[src/rtl/seg_scan_driver.sv]
// Four-digit multiplexed seven-segment driver with anti-ghost blanking,
// frame-synchronous double buffering and optional leading-zero suppression.
module seg_scan_driver #(
  parameter int REFRESH_CLKS = 100000,
  parameter int BLANK_CLKS   = 64
) (
  input  logic        clk,
  input  logic        rst,
  input  logic        load,
  input  logic [15:0] value,
  input  logic [3:0]  dp_mask,
  input  logic        blank_lz,
  output logic [3:0]  an,
  output logic [6:0]  seg,
  output logic        dp,
  output logic        frame
);

  localparam int CNT_W = $clog2(REFRESH_CLKS);
  localparam logic [CNT_W-1:0] CNT_LAST  = CNT_W'(REFRESH_CLKS - 1);
  localparam logic [CNT_W-1:0] CNT_BLANK = CNT_W'(BLANK_CLKS);

  logic [CNT_W-1:0] cnt;
  logic [1:0]       idx;
  logic [15:0]      shadow;
  logic [3:0]       shadow_dp;
  logic [15:0]      pend_value;
  logic [3:0]       pend_dp;
  logic             pending;

  logic             cnt_wrap;
  logic [3:0]       nibble;
  logic [3:0]       lz_chain;
  logic             slot_blank;

  function automatic logic [6:0] hex_decode(input logic [3:0] n);
    case (n)
      4'h0: hex_decode = 7'h40;
      4'h1: hex_decode = 7'h79;
      4'h2: hex_decode = 7'h24;
      4'h3: hex_decode = 7'h30;
      4'h4: hex_decode = 7'h19;
      4'h5: hex_decode = 7'h12;
      4'h6: hex_decode = 7'h02;
      4'h7: hex_decode = 7'h78;
      4'h8: hex_decode = 7'h00;
      4'h9: hex_decode = 7'h10;
      4'hA: hex_decode = 7'h08;
      4'hB: hex_decode = 7'h03;
      4'hC: hex_decode = 7'h46;
      4'hD: hex_decode = 7'h21;
      4'hE: hex_decode = 7'h06;
      default: hex_decode = 7'h0E;
    endcase
  endfunction

  assign cnt_wrap = (cnt == CNT_LAST);
  assign frame    = !rst && (idx == 2'd3) && cnt_wrap;

  // lz_chain[n] is set when digit n and every digit above it would show nothing.
  always_comb begin
    nibble      = shadow[{idx, 2'b00} +: 4];
    lz_chain[3] = (shadow[15:12] == 4'h0) && !shadow_dp[3];
    lz_chain[2] = lz_chain[3] && (shadow[11:8] == 4'h0) && !shadow_dp[2];
    lz_chain[1] = lz_chain[2] && (shadow[7:4] == 4'h0) && !shadow_dp[1];
    lz_chain[0] = 1'b0;
    slot_blank  = (cnt < CNT_BLANK) || (blank_lz && lz_chain[idx]);
  end

  always_ff @(posedge clk) begin
    if (rst) begin
      cnt        <= '0;
      idx        <= 2'd0;
      shadow     <= 16'h0000;
      shadow_dp  <= 4'h0;
      pend_value <= 16'h0000;
      pend_dp    <= 4'h0;
      pending    <= 1'b0;
      an         <= 4'b1111;
      seg        <= 7'h7F;
      dp         <= 1'b1;
    end else begin
      cnt <= cnt_wrap ? '0 : cnt + 1'b1;
      if (cnt_wrap)
        idx <= idx + 2'd1;

      if (load) begin
        pend_value <= value;
        pend_dp    <= dp_mask;
      end

      // A load landing on the frame edge bypasses the pending stage entirely.
      if (frame && load) begin
        shadow    <= value;
        shadow_dp <= dp_mask;
        pending   <= 1'b0;
      end else if (frame && pending) begin
        shadow    <= pend_value;
        shadow_dp <= pend_dp;
        pending   <= 1'b0;
      end else if (load) begin
        pending   <= 1'b1;
      end

      if (slot_blank) begin
        an  <= 4'b1111;
        seg <= 7'h7F;
        dp  <= 1'b1;
      end else begin
        an  <= ~(4'b0001 << idx);
        seg <= hex_decode(nibble);
        dp  <= ~shadow_dp[idx];
      end
    end
  end

endmodule

[config.mk]
export PLATFORM = sky130hd
export DESIGN_NAME = seg_scan_driver
export DESIGN_NICKNAME = d
export VERILOG_FILES = /design/src/rtl/seg_scan_driver.sv
export SDC_FILE = /design/constraint.sdc
export NUM_CORES = 1
export LEC_CHECK = 0
export CAP_MARGIN = 20
export CORE_ASPECT_RATIO = 0.9
export CORE_UTILIZATION = 46
export CTS_BUF_LIST = sky130_fd_sc_hd__clkbuf_16
export DETAILED_ROUTE_END_ITERATION = 16
export PLACE_DENSITY = 0.67
export REMOVE_ABC_BUFFERS = 1
export SYNTH_ARGS = -nofsm -noshare
export SYNTH_HDL_FRONTEND = slang
export SYNTH_SLANG_ARGS = --single-unit
[constraint.sdc]
create_clock -name clk -period 2.4 [get_ports clk]
set_clock_uncertainty 0.05 [all_clocks]
set_input_delay 0.36 -clock clk [delete_from_list [all_inputs] [get_ports clk]]
set_output_delay 0.36 -clock clk [all_outputs]
set_load 0.005 [all_outputs]
* After elaboration in Yosys (flattened, before gate mapping)
Memories as Yosys holds them, arrays and structs flattened. A register that Yosys moved wholly into a read port is not among the register bits. Index checks and enable logic that the tools add are counted.
Cells by class: muxes and demuxes 8, shift operators 2, reduce and logical (&&, ||, !) cells 22, add/subtract/negate cells 2, magnitude comparators 2, equality and inequality tests 2, bitwise gates (word level) 2
Operators by type and width (count):
- $mux W16 | 2
- $add A17 B1 Y17 const B | 1
- $eq A17 B17 Y1 const B | 1
- $lt A17 B7 Y1 const B | 1
- $shiftx A16 B5 Y4 | 1
- $logic_not A4 Y1 | 3
- $logic_and A1 B1 Y1 | 10
- $mux W4 | 2
- $bmux W1 S2 | 2
- $logic_not A1 Y1 | 4
- $not A4 Y4 | 1
- $reduce_or A2 Y1 | 2
- $shl A1 B2 Y4 const A | 1
- $lt A2 B3 Y1 const B | 1
- $reduce_or A3 Y1 | 1
- $add A2 B1 Y2 const B | 1
- $eq A2 B2 Y1 const B | 1
- $mux W1 | 2
- $reduce_bool A2 Y1 | 1
- $logic_or A1 B1 Y1 | 1
- $not A1 Y1 | 1
Word-level totals: bits in read-only memories 112, flip-flop bits (word level) 65, memories 1, word-level logic and storage cells 50, output and inout port bits 13, input port bits 24
Memories:
- (name not given) | words 16, width 7, rd ports 1, clocked after memory_dff 1, wr ports 0, RTL line 37 | case (n)

* Logic depth before layout (Yosys ltp)
word-level depth 11, depth in mapped cells 8, mapped depth without buffers 7

* Least setup slack after synthesis
OpenSTA, ideal clock, no wires.
path type flip-flop to flip-flop, start point reg idx[0], end point reg seg[5], setup slack 0.325 ns, required time 2.213 ns, clock period less this slack 2.075 ns, arrival time 1.888 ns, buffers on the path 1, cell stages (with the launch flop) 7, library setup time 0.137 ns, path through dfxtp_1 buf_6 mux4_1 ha_1 mux2_1 a21oi_1 nand3_1
On the way: longest elaborated chain between the ends 5, elaborated cells on any way between the ends 6, classes of those cells shift: 1; mux: 2; reduce/logical: 3
RTL lines:
- from (decl) | RTL line 24 | logic [1:0] idx;
- from (signal assigned) | RTL line 85 | idx <= idx + 2'd1;
- $bmux W1 S2 | RTL line 67 | slot_blank = (cnt < CNT_BLANK) || (blank_lz && lz_chain[idx]);
- $mux W1 (not written as such) | RTL line 67
- $logic_and A1 B1 Y1 | RTL line 67
- $logic_or A1 B1 Y1 | RTL line 67
- $reduce_or A2 Y1 (no source line)
- to (decl) | RTL line 14 | output logic [6:0] seg,
Several ways; a longest one is shown, not always the timed one. The select of a mux whose other input is x is not followed. A chain may end at the register's enable or synchronous reset.

* Final worst setup path
start point reg cnt[5], end point out frame
On the way: longest elaborated chain between the ends 2
RTL lines:
- from (decl) | RTL line 23 | logic [CNT_W-1:0] cnt;
- from (signal assigned) | RTL line 83 | cnt <= cnt_wrap ? '0 : cnt + 1'b1;
- $eq A17 B17 Y1 | RTL line 57 | assign cnt_wrap = (cnt == CNT_LAST);
- $logic_and A1 B1 Y1 | RTL line 58 | assign frame = !rst && (idx == 2'd3) && cnt_wrap;
- to (decl) | RTL line 16 | output logic frame
No other way between the ends.

==> metrics <==
Port-buffer cells=36; Worst Path Required=1990 ps; critical path arrival=1770 ps; met2 routed WL=2560 um; layout overhead on the synthesized area=25.5%; HP Class=reg2reg; share of cells above drive strength 1=16.5%; Final Hold Vio Count=0; pwr dens=614 nW/um2; Critical Path, Cell by Cell=and4b_1 > nand4_1 > nor4_1 > buf_4 > dlygate4sd2_1; Routed WL=6100 um; non-filler cells, final=460; Sw Ratio=20.9%; Slowest-stage cell, CP=dfxtp_2; First-pass DRT Iterations=4; htree depth=3; clk_lat worst skew=330 ps; # IOs=37; Final Max Slew Viols=0; vias in the first global route=2227; clock root buffer=clkbuf_16; Setup WS post-layout=225 ps; peak per-stage delay on the critical path=~350 ps; die area=~7400 um2; crit share post-route=90.6%; Power Internal=1.96 mW; Final min period=between 2000 and 2500 ps; Final nets=400; placed cell count=~440; core area=6690 um2; prevailing post-synth register cell=dfxtp_1; unrepaired setup endpoints after global routing=false; FFs w/ async S/R, synth=0%; initial antenna violation count=0; post-synth top area cell=dfxtp_1; worst reg-to-reg setup slack=280 ps; dpl ws=168 ps; GRT overflow=0; Synth Cell Area=3230 um2; row count=28; Mapped Cells=316; DPL Wire Length=4290 um; Gate power share=4.7%; warnings from Yosys=0; Min Hold Slack=421 ps; origin of the critical flop-to-flop path=idx[0]; FMAX=approximately 460 MHz; Peak VDD IR=between 300 and 400 uV; ANT nets after route=0; GPL Wtd Cong=roughly 0.85; drt via density=5.10; clock sink total=72; CP startpoint=cnt[5]; final setup violation count=0; Avg Synthesized Cell Area=10.2 um2; CTS buffer count=9; clock-pin transition on the worst setup and hold timing paths=50 ps; Critical Path End Type=output pin; EDFF count, synth=0; vias post-DR=about 2300; Slew HR=74.0%; P_sw=about 520 uW; die span in y=81.4 um; first-pass GRT wire length=10600 um; status=complete, no violations; #FFs+latches synth=72; Worst Setup Start Kind=register; most common cell in the netlist=dfxtp_1; Tot GR Track Use=18.4%; met3 WL=247 um; Die W=90.3 um; Post-synth top cells=dfxtp_1, nor2_1, mux2i_1; sequential cell area fraction in the yosys report=44.7%; min-delay src=cnt[0]; DRC Markers=0; part of the power in registers=49.5%; DR top layer=met4; Clock power frac=45.8%; CTS max path bufs=2; CP max FO=5; largest net degree at the start of global routing=48; DRT iter0 DRCs=112; M1 wire length=3170 um; worst-margin pin slew=390 ps; kind of critical path=reg2out; Starting Density=48.2%; Yosys top cell area share=44.7%; CTS tree=yes; LEAKAGE=around 1.6 nW; sum of negative setup slack=0 ps; DR WL/cell=13.3 um; max-cap viol count=0; distinct cell type count after synthesis=46; # diodes=0; largest cells by area after synthesis=dfxtp_1, mux2i_1, mux2_2, nor2_1, ha_1
[worst paths after layout]
kind | endpoint | depth (start not counted)
setup / recovery | frame | 5
hold / removal | cnt[0] | 1
hold reg to reg | cnt[0] | 1
setup reg to reg | seg[1] | 7
[metal layers]
layer  vias to the layer above  global-route usage, %
li1                       1206                      -
met1                      1080                   25.3
met2                        46                   26.9
met3                        12                   4.17
met4                         0                   10.3
met5                         -                      0
[worst max-delay path: cells and delay by family, from the launching register on]
| family | cells | cell delay, ps |
|---|---|---|
| DFF | 1 | 350 |
| and+or+nand+nor | 3 | 710 |
| buffers and inverters | 2 | 380 |
[repair_timing]
action | in CTS | in global routing
setup buffers | 2 | 0
hold endpoints to repair | 0 | 0
hold buffers | 0 | 0
endpoints found under the setup margin | 1 | 0
resized for setup | 8 | 0
[state kept, by name, indices dropped and copies added, names as in the netlist]
name	flops
shadow_dp	4
cnt	17
pending	1
pend_value	16
dp	1
shadow	16
an	4
idx	2
seg	7
pend_dp	4
[metrics by stage]
stage	utilization, %	power (mW)	cell area (um2)
after floorplan	-	1.30	3130
after global placement	56.0	1.37	3750
after detailed placement	56.0	1.37	3750
after CTS	60.4	2.50	4040
after global routing	60.5	2.58	4050
final	60.5	2.48	4050
[layout by cell type, fill, tap and decap left out, types with 5 or more instances in the layout]
| master | Yosys | layout |
|---|---|---|
| dfxtp_1 | 72 | 68 |
| nor2_1 | 41 | 41 |
| clkdlybuf4s50_1 | 0 | 35 |
| mux2i_1 | 23 | 23 |
| nor2b_1 | 21 | 21 |
| mux2_2 | 20 | 20 |
| buf_4 | 3 | 17 |
| nand3_1 | 14 | 14 |
| inv_1 | 10 | 12 |
| ha_1 | 11 | 11 |
| clkbuf_16 | 0 | 9 |
| xnor2_1 | 7 | 7 |
| nand2_1 | 7 | 7 |
| nand4_1 | 6 | 6 |
| a21oi_1 | 6 | 6 |
| xor2_1 | 6 | 6 |
| nor4_1 | 6 | 5 |
[logic make-up (layout without fill, tap and decap cells)]
group / count (synthesis) / after routing / share of synthesized area, %
simple gates: 121 / 121 / 20.1
flops: 72 / 72 / 44.7
mux: 50 / 50 / 18.7
buf+inv: 27 / 81 / 4.15
compound gates: 22 / 22 / 4.66
xor+xnor: 13 / 13 / 3.53
fa+ha+maj: 11 / 11 / 4.27
[area by class of cell]
class / count / area, um2
tap: 90 / 113
clock buffer: 9 / 225
fill: 569 / 2640
clock inverter: 7 / 31.3
timing repair buffer: 55 / 527
inverter: 10 / 37.5
multi-input combinational: 217 / 1670
sequential: 72 / 1450
[power by group through the flow]
stage	clock [mW]	combinational (mW)	sequential (mW)
final	1.14	0.117	1.23
after global routing	1.22	0.131	1.23
after CTS	1.16	0.118	1.23
after detailed placement	0	0.117	1.26
after global placement	0	0.116	1.26
after floorplan	0	0.0432	1.25
Note: power is estimated with default switching activity, not from simulation.
